### src/rtl/uart_rx_pkg.sv
// Shared UART receiver definitions: field widths, legal oversampling
// ratios and the check that decides whether a ratio is usable.
package uart_rx_pkg;

   localparam int PRESCALE_W = 6;

   localparam int unsigned PRESCALE_8  = 8;
   localparam int unsigned PRESCALE_16 = 16;
   localparam int unsigned PRESCALE_32 = 32;

   // Only power-of-two ratios with a clean mid-bit point are supported.
   function automatic logic prescale_legal(input int unsigned p);
      return (p == PRESCALE_8) || (p == PRESCALE_16) || (p == PRESCALE_32);
   endfunction

endpackage

### src/rtl/rx_sync.sv
// Two-flop synchronizer for the raw serial line. Resets to 1 so an idle
// (high) line does not look like a start bit right after reset.
module rx_sync (
   input  logic rx_sync_clk,
   input  logic rx_sync_rst,
   input  logic async_in,
   output logic sync_out
);

   logic meta;

   // Two-stage capture of the asynchronous input.
   always_ff @(posedge rx_sync_clk or negedge rx_sync_rst) begin
      if (!rx_sync_rst) begin
         meta     <= 1'b1;
         sync_out <= 1'b1;
      end else begin
         meta     <= async_in;
         sync_out <= meta;
      end
   end

endmodule

### src/rtl/data_sampling.sv
// UART receive oversampling front end. Counts oversampling edges within a
// bit, takes three samples around mid-bit and emits a 2-of-3 majority bit
// with a one-cycle valid strobe.
module data_sampling #(
   parameter int PRESCALE_W = uart_rx_pkg::PRESCALE_W
) (
   input  logic                  data_sampling_clk,
   input  logic                  data_sampling_rst,
   input  logic                  rx_in,
   input  logic [PRESCALE_W-1:0] prescale,
   input  logic                  dat_samp_en,
   output logic                  sampled_bit,
   output logic                  sample_valid,
   output logic [PRESCALE_W-1:0] edge_cnt,
   output logic                  bit_done,
   output logic                  prescale_err
);

   import uart_rx_pkg::*;

   localparam logic [PRESCALE_W-1:0] ONE      = PRESCALE_W'(1);
   localparam logic [PRESCALE_W-1:0] P_RESET  = PRESCALE_W'(PRESCALE_8);

   logic                  rx_s;
   logic [PRESCALE_W-1:0] prescale_q;
   logic [PRESCALE_W-1:0] cnt_q;
   logic [PRESCALE_W-1:0] mid;
   logic [PRESCALE_W-1:0] p_last;
   logic                  run;
   logic                  s0, s1;
   logic                  vote;

   rx_sync u_rx_sync (
      .rx_sync_clk (data_sampling_clk),
      .rx_sync_rst (data_sampling_rst),
      .async_in    (rx_in),
      .sync_out    (rx_s)
   );

   // The counter and sampler only advance when enabled with a usable ratio.
   assign prescale_err = !prescale_legal(32'(prescale_q));
   assign run          = dat_samp_en & ~prescale_err;
   assign mid          = prescale_q >> 1;
   assign p_last       = prescale_q - ONE;
   assign vote         = (s0 & s1) | (s0 & rx_s) | (s1 & rx_s);

   assign edge_cnt     = cnt_q;
   assign bit_done     = run & (cnt_q == p_last);

   // Ratio follows the input between frames and is frozen for a whole frame.
   always_ff @(posedge data_sampling_clk or negedge data_sampling_rst) begin
      if (!data_sampling_rst)
         prescale_q <= P_RESET;
      else if (!dat_samp_en)
         prescale_q <= prescale;
   end

   // Edge counter: 0..P-1 while running, parked at 0 otherwise so a new
   // frame always starts at edge 0.
   always_ff @(posedge data_sampling_clk or negedge data_sampling_rst) begin
      if (!data_sampling_rst)
         cnt_q <= '0;
      else if (!run || (cnt_q == p_last))
         cnt_q <= '0;
      else
         cnt_q <= cnt_q + ONE;
   end

   // Mid-bit sample capture; a partial bit is thrown away when disabled.
   always_ff @(posedge data_sampling_clk or negedge data_sampling_rst) begin
      if (!data_sampling_rst) begin
         s0 <= 1'b0;
         s1 <= 1'b0;
      end else if (!run) begin
         s0 <= 1'b0;
         s1 <= 1'b0;
      end else begin
         if (cnt_q == (mid - ONE)) s0 <= rx_s;
         if (cnt_q == mid)         s1 <= rx_s;
      end
   end

   // Majority vote on the third sample; the bit holds between votes.
   always_ff @(posedge data_sampling_clk or negedge data_sampling_rst) begin
      if (!data_sampling_rst) begin
         sampled_bit  <= 1'b0;
         sample_valid <= 1'b0;
      end else begin
         sample_valid <= run & (cnt_q == (mid + ONE));
         if (run && (cnt_q == (mid + ONE)))
            sampled_bit <= vote;
      end
   end

endmodule

### config.mk
export PLATFORM = sky130hd
export DESIGN_NAME = data_sampling
export DESIGN_NICKNAME = d
export VERILOG_FILES = /design/src/rtl/uart_rx_pkg.sv /design/src/rtl/rx_sync.sv /design/src/rtl/data_sampling.sv
export SDC_FILE = /design/constraint.sdc
export NUM_CORES = 1
export LEC_CHECK = 0
export CORE_ASPECT_RATIO = 1.1
export CORE_UTILIZATION = 48
export CTS_CLUSTER_DIAMETER = 120
export DETAILED_ROUTE_END_ITERATION = 6
export GPL_TIMING_DRIVEN = 0
export HOLD_SLACK_MARGIN = 0.08
export PLACE_DENSITY = 0.8
export SKIP_LAST_GASP = 1
export SLEW_MARGIN = 20
export SYNTH_ARGS = -nofsm -noshare
export SYNTH_HDL_FRONTEND = slang
export SYNTH_SLANG_ARGS = --single-unit
### constraint.sdc
create_clock -name data_sampling_clk -period 2.05 [get_ports data_sampling_clk]
set_input_delay 0.3075 -clock data_sampling_clk [delete_from_list [all_inputs] [get_ports data_sampling_clk]]
set_output_delay 0.3075 -clock data_sampling_clk [all_outputs]
set_load 0.1 [all_outputs]
; Word level (Yosys, flattened, before mapping)
; Cells that the tools add are included.
; Widths: inputs -> output; s select.
[totals]
latch_bits = 0
ff_bits = 18
inputBits = 10
rom_bits = 0
ram_bits = 0
mem_count = 0
out_inout_bits = 10
[op_classes]
n_addsub = 4
mul = 0
bitwise = 8
reduce_logical = 6
eq_ne = 9
muxes = 5
shift = 0
n_lt_le_gt_ge = 0
div = 0
[ops]
columns = cell, count
row1 = $eq 6x6->1, 3
row2 = $add 5x1->6 const B, 1
row3 = $add 6x1->6 const B, 1
row4 = $and 1x1->1, 6
row5 = $eq 6x4->1 const B, 1
row6 = $eq 6x5->1, 1
row7 = $eq 6x5->1 const B, 1
row8 = $eq 6x6->1 const B, 1
row9 = $mux 6, 1
row10 = $sub 5x1->6 const B, 1
row11 = $sub 6x1->6 const B, 1
row12 = $mux 1, 4
row13 = $ne 2x1->1 const B, 2
row14 = $logic_or 1x1->1, 3
row15 = $logic_not 1->1, 2
row16 = $or 1x1->1, 2
row17 = $logic_and 1x1->1, 1

; Logic depth before layout (Yosys ltp)
[logic_depth]
depth_word = 7
mapped_depth = 9
ltp_nobuf = 7

; Modules after synthesis
; From an unflattened synthesis, not the netlist that was laid out.
[hier_totals]
cells_unflattened = 127
hier_area_um2 = 1252.5
[modules_own_cells]
columns = mod, n_inst, area_per_inst_um2, seq_area_each_um2, cells_each
row1 = data_sampling, 1, 1199.9, 401.6, 125
row2 = rx_sync, 1, 52.6, 52.6, 2

; Worst setup path after synthesis
; No wires, ideal clock.
[synth_timing]
path_kind = reg-to-output
startpoint = register cnt_q[2], in the netlist edge_cnt[2]
endpoint = output port bit_done
stages_incl_launch_ff = 8
path_buffers = 2
path_slack_ns = -0.592
arrival_time_ns = 2.335
required_ns = 1.742
path_cell_list = dfrtp_1 > buf_6 > and3_1 > nor3_1 > o31ai_1 > and3_1 > buf_2 > and2_2
[synth_via]
elab_chain_cells = 2
[synth_rtl]
columns = element, line_no
row1 = "start, declared", data_sampling.sv:26  ; logic [PRESCALE_W-1:0] cnt_q;
row2 = "start signal, assigned", data_sampling.sv:66  ; cnt_q <= cnt_q + ONE;
row3 = $eq 6x6->1, data_sampling.sv:48  ; assign bit_done = run & (cnt_q == p_last);
row4 = $and 1x1->1, data_sampling.sv:48
row5 = "end, declared", data_sampling.sv:15  ; output logic bit_done,
; No other way between the ends.

; Worst setup path after layout
[layout_timing]
startpoint = register prescale_q[2]
endpoint = output port bit_done
[layout_via]
elab_chain_cells = 5
[layout_rtl]
columns = element, line_no
row1 = "start, declared", data_sampling.sv:25  ; logic [PRESCALE_W-1:0] prescale_q;
row2 = "start signal, assigned", data_sampling.sv:55  ; prescale_q <= prescale;
row3 = branches (longest 4 deep; another with $sub 6x1->6), -
row4 = $and 1x1->1 *, data_sampling.sv:48
; Mark *: on every way between the ends.

==> results.tsv <==
stage	metric	value	unit
placed_design	placed_area	1500	um2
finish	antennaDiodeCount	0	
clocking	cts_root_buffer	clkbuf_4	
sta	max_freq	0.420	GHz
sta	layout_setup_ws	-0.331	ns
sta	tightest_slew	0.961	ns
status	failed_checks	negative setup slack	
finish	ff_latch_area	462	um2
sta	clock_skew	0.00482	ns
global_route	antenna_found_initial	0	
synth	synth_cell_types	36	
floorplan	start_util	50.7	%
floorplan	die_w	51.2	um
synth	synth_top_area_share	29.4	%
setup_path	cp_data_required_time	1.74	ns
pwr	power_density	541	nW/um2
route	wl_per_cell	15.5	um
placed_design	port_buffers	18	
finish	area_growth	30.8	%
setup_path	arrival	2.07	ns
synth	synthTopCellsByArea	dfrtp_1 (29%), xor2_1 (8.2%), xnor2_1 (6.9%), dfstp_2 (6.2%), mux2_2 (5.3%)	
synth	ys_seq_area_share	35.6	%
finish	fillers	211	
pwr	irDropWorstVdd	0.452	mV
finish	fin_nets	173	
pwr	leakagePower	0.735	nW
floorplan	die_h	56.1	um
sta	rsz0062_at_grt	yes	
clocking	cts_buffer_depth	2	
finish	final_common_cell	xor2_1	
global_route	grt_max_degree	19	
setup_path	cp-start-kind	flip-flop	
finish	fin_util	66.3	%
floorplan	io_pins	20	
synth	async_reset_ff_share	100	%
sta	relSlewSlack	36.2	%
global_route	grt_pass1_wl	4930	um
clocking	postCtsHoldBufs	0	
synth	ys_ff_latch	18	
synth	yosysTopAreaCell	dfrtp_1	
global_route	grt_pass1_vias	1078	
sta	maxSlewViolCount	0	
status	status	finished, violations left	
clocking	htreeDepth	1	
setup_path	crit_path_max_fanout	3	
route	first_iter_violations	16	
finish	drive_gt1_share	35.7	%
min_path	hold_class	flip-flop to flip-flop	
route	totalWireLength	2920	um
sta	min_period_over_period	116	%
finish	final_cell_mix	xor2_1 (12), xnor2_1 (10), nor3_1 (10)	
global_route	grt_overflow	0	
clocking	cts_buffers	3	
clocking	clk_latency	0.30	ns
pwr	switching_share	31.7	%
finish	fin_area	1670	um2
floorplan	rows	19	
clocking	clkSinkCount	18	
synth	ys_warn_count	0	
sta	hold_ws	0.363	ns
pwr	p_switching	0.286	mW
pwr	comb_power_share	32.0	%
synth	synth.cell_area	1280	um2
setup_path	cp-end-kind	output pin	
synth	synth_area_per_cell	9.90	um2
finish	multi_input_area	793	um2
pwr	intPower	0.618	mW
run	maxCapViolCount	0	
placed_design	place_ws	-1.33	ns
sta	post-route-min-period	2.38	ns
floorplan	core_area	2520	um2
pwr	total_power	0.904	mW
route	antenna_left	0	
pwr	seq_power_share	42.9	%
global_route	grtUsageTotal	23.4	%
synth	synth_ff_type	dfrtp_1	
route	via_count	1013	
route	avgViaCountPerCell	5.39	
synth	synth_edf_count	0	
placed_design	dp_hpwl	2090	um
placed_design	gp_congestion	0.808	
synth	syn_nets	144	
sta	setup_viol	1	
clocking	path_clk_slew	0.11	ns
setup_path	criticalPathCategory	flip-flop to output pin	
floorplan	dieArea	2870	um2
route	drc_errors	0	
clocking	cts_tree	yes	
synth	syn_inst	129	
sta	hold_violations	0	
route	firstDrtPassIters	4	
pwr	clkPwrFrac	25.1	%
==> synth_stat cells (all sizes together), types with 3 or more instances <==
master and instances:
dfrtp 15, nor2 8, xor2 14, nor2b 3, inv 6, ha 5
nand2 7, and3 4, buf 9, nand3 6, mux2 7, nor3 10
xnor2 10, dfstp 3, o31ai 3
==> power by group through the flow <==
stage | Combinational (mW) | Sequential, mW | Clock [mW]
2_1_floorplan | 0.169 | 0.395 | 0
3_3_place_gp | 0.222 | 0.391 | 0
3_5_place_dp | 0.234 | 0.392 | 0
4_1_cts | 0.272 | 0.387 | 0.231
5_1_grt | 0.315 | 0.388 | 0.250
6_report | 0.289 | 0.387 | 0.227
==> worst max-delay path, cell delays in order (launching register included) <==
cell      delay (ns)
dfrtp_1         0.41
buf_6           0.13
inv_4           0.06
ha_4            0.13
a21boi_4        0.21
xnor2_1         0.08
nor3_1          0.20
and3_4          0.24
and2_4          0.15
buf_12          0.16
==> per-layer routing <==
layer  routed length, um  part of all wire (%)  vias up  global-route usage, %
li1                    -                     -      491                      -
met1                1200                    41      507                   27.4
met2                1650                    56       11                   43.2
met3                  37                   1.3        4                   2.46
met4                  37                   1.3        0                   7.14
met5                   0                     0        -                      0
==> state kept, by name, indices dropped and copies added, names as in the netlist <==
name,flops
sample_valid,1
u_rx_sync.sync_out,1
s0,1
u_rx_sync.meta,1
edge_cnt,6
s1,1
sampled_bit,1
prescale_q,6
==> final timing paths <==
check / from / to / slack, ns / cells after the start
worst max-delay path: prescale_q[2] / bit_done / -0.33 / 9
worst min-delay path: u_rx_sync.meta / u_rx_sync.sync_out / 0.36 / 0
worst min register to register: u_rx_sync.meta / u_rx_sync.sync_out / 0.36 / 0
min in group asynchronous: data_sampling_rst / edge_cnt[3] / 0.45 / 1
max in group asynchronous: data_sampling_rst / edge_cnt[2] / 1.04 / 1
worst max register to register: prescale_q[1] / sampled_bit / 0.08 / 7
==> cell type report <==
| class | count | share of cell area, % |
|---|---|---|
| multi-input cells | 94 | 47.5 |
| flip-flops and latches | 18 | 27.6 |
| repair buffers | 25 | 13.6 |
| plain buffers | 10 | 5.02 |
| well taps | 31 | 2.32 |
| clock buffers | 4 | 2.17 |
| inverters | 6 | 1.80 |
==> logic make-up (layout without fill, tap and decap cells) <==
family	after synthesis	in the layout	share of synthesized area (%)
AOI/OAI and AO/OA	11	11	6.85
xor gates and xnor gates	24	24	18.5
adders and majority gates	6	6	5.68
buffers and inverters	17	45	7.74
DFF	18	18	35.6
muxes	9	9	8.03
and+or+nand+nor	44	44	17.6
==> through the flow <==
step	std cells	TNS, ns
floorplan	129	-0.737
global placement	178	-1.93
detailed placement	178	-2.19
CTS	186	-0.354
global route	188	-0.456
finish	188	-0.331
==> repair_timing <==
action / in CTS / in global routing
buffers inserted: 4 / 3
pin swaps: 1 / 6
gates resized for setup: 45 / 8
gates cloned: 0 / 0
setup endpoints to repair: 16 / 4
Power figures use the tool's default switching activity.
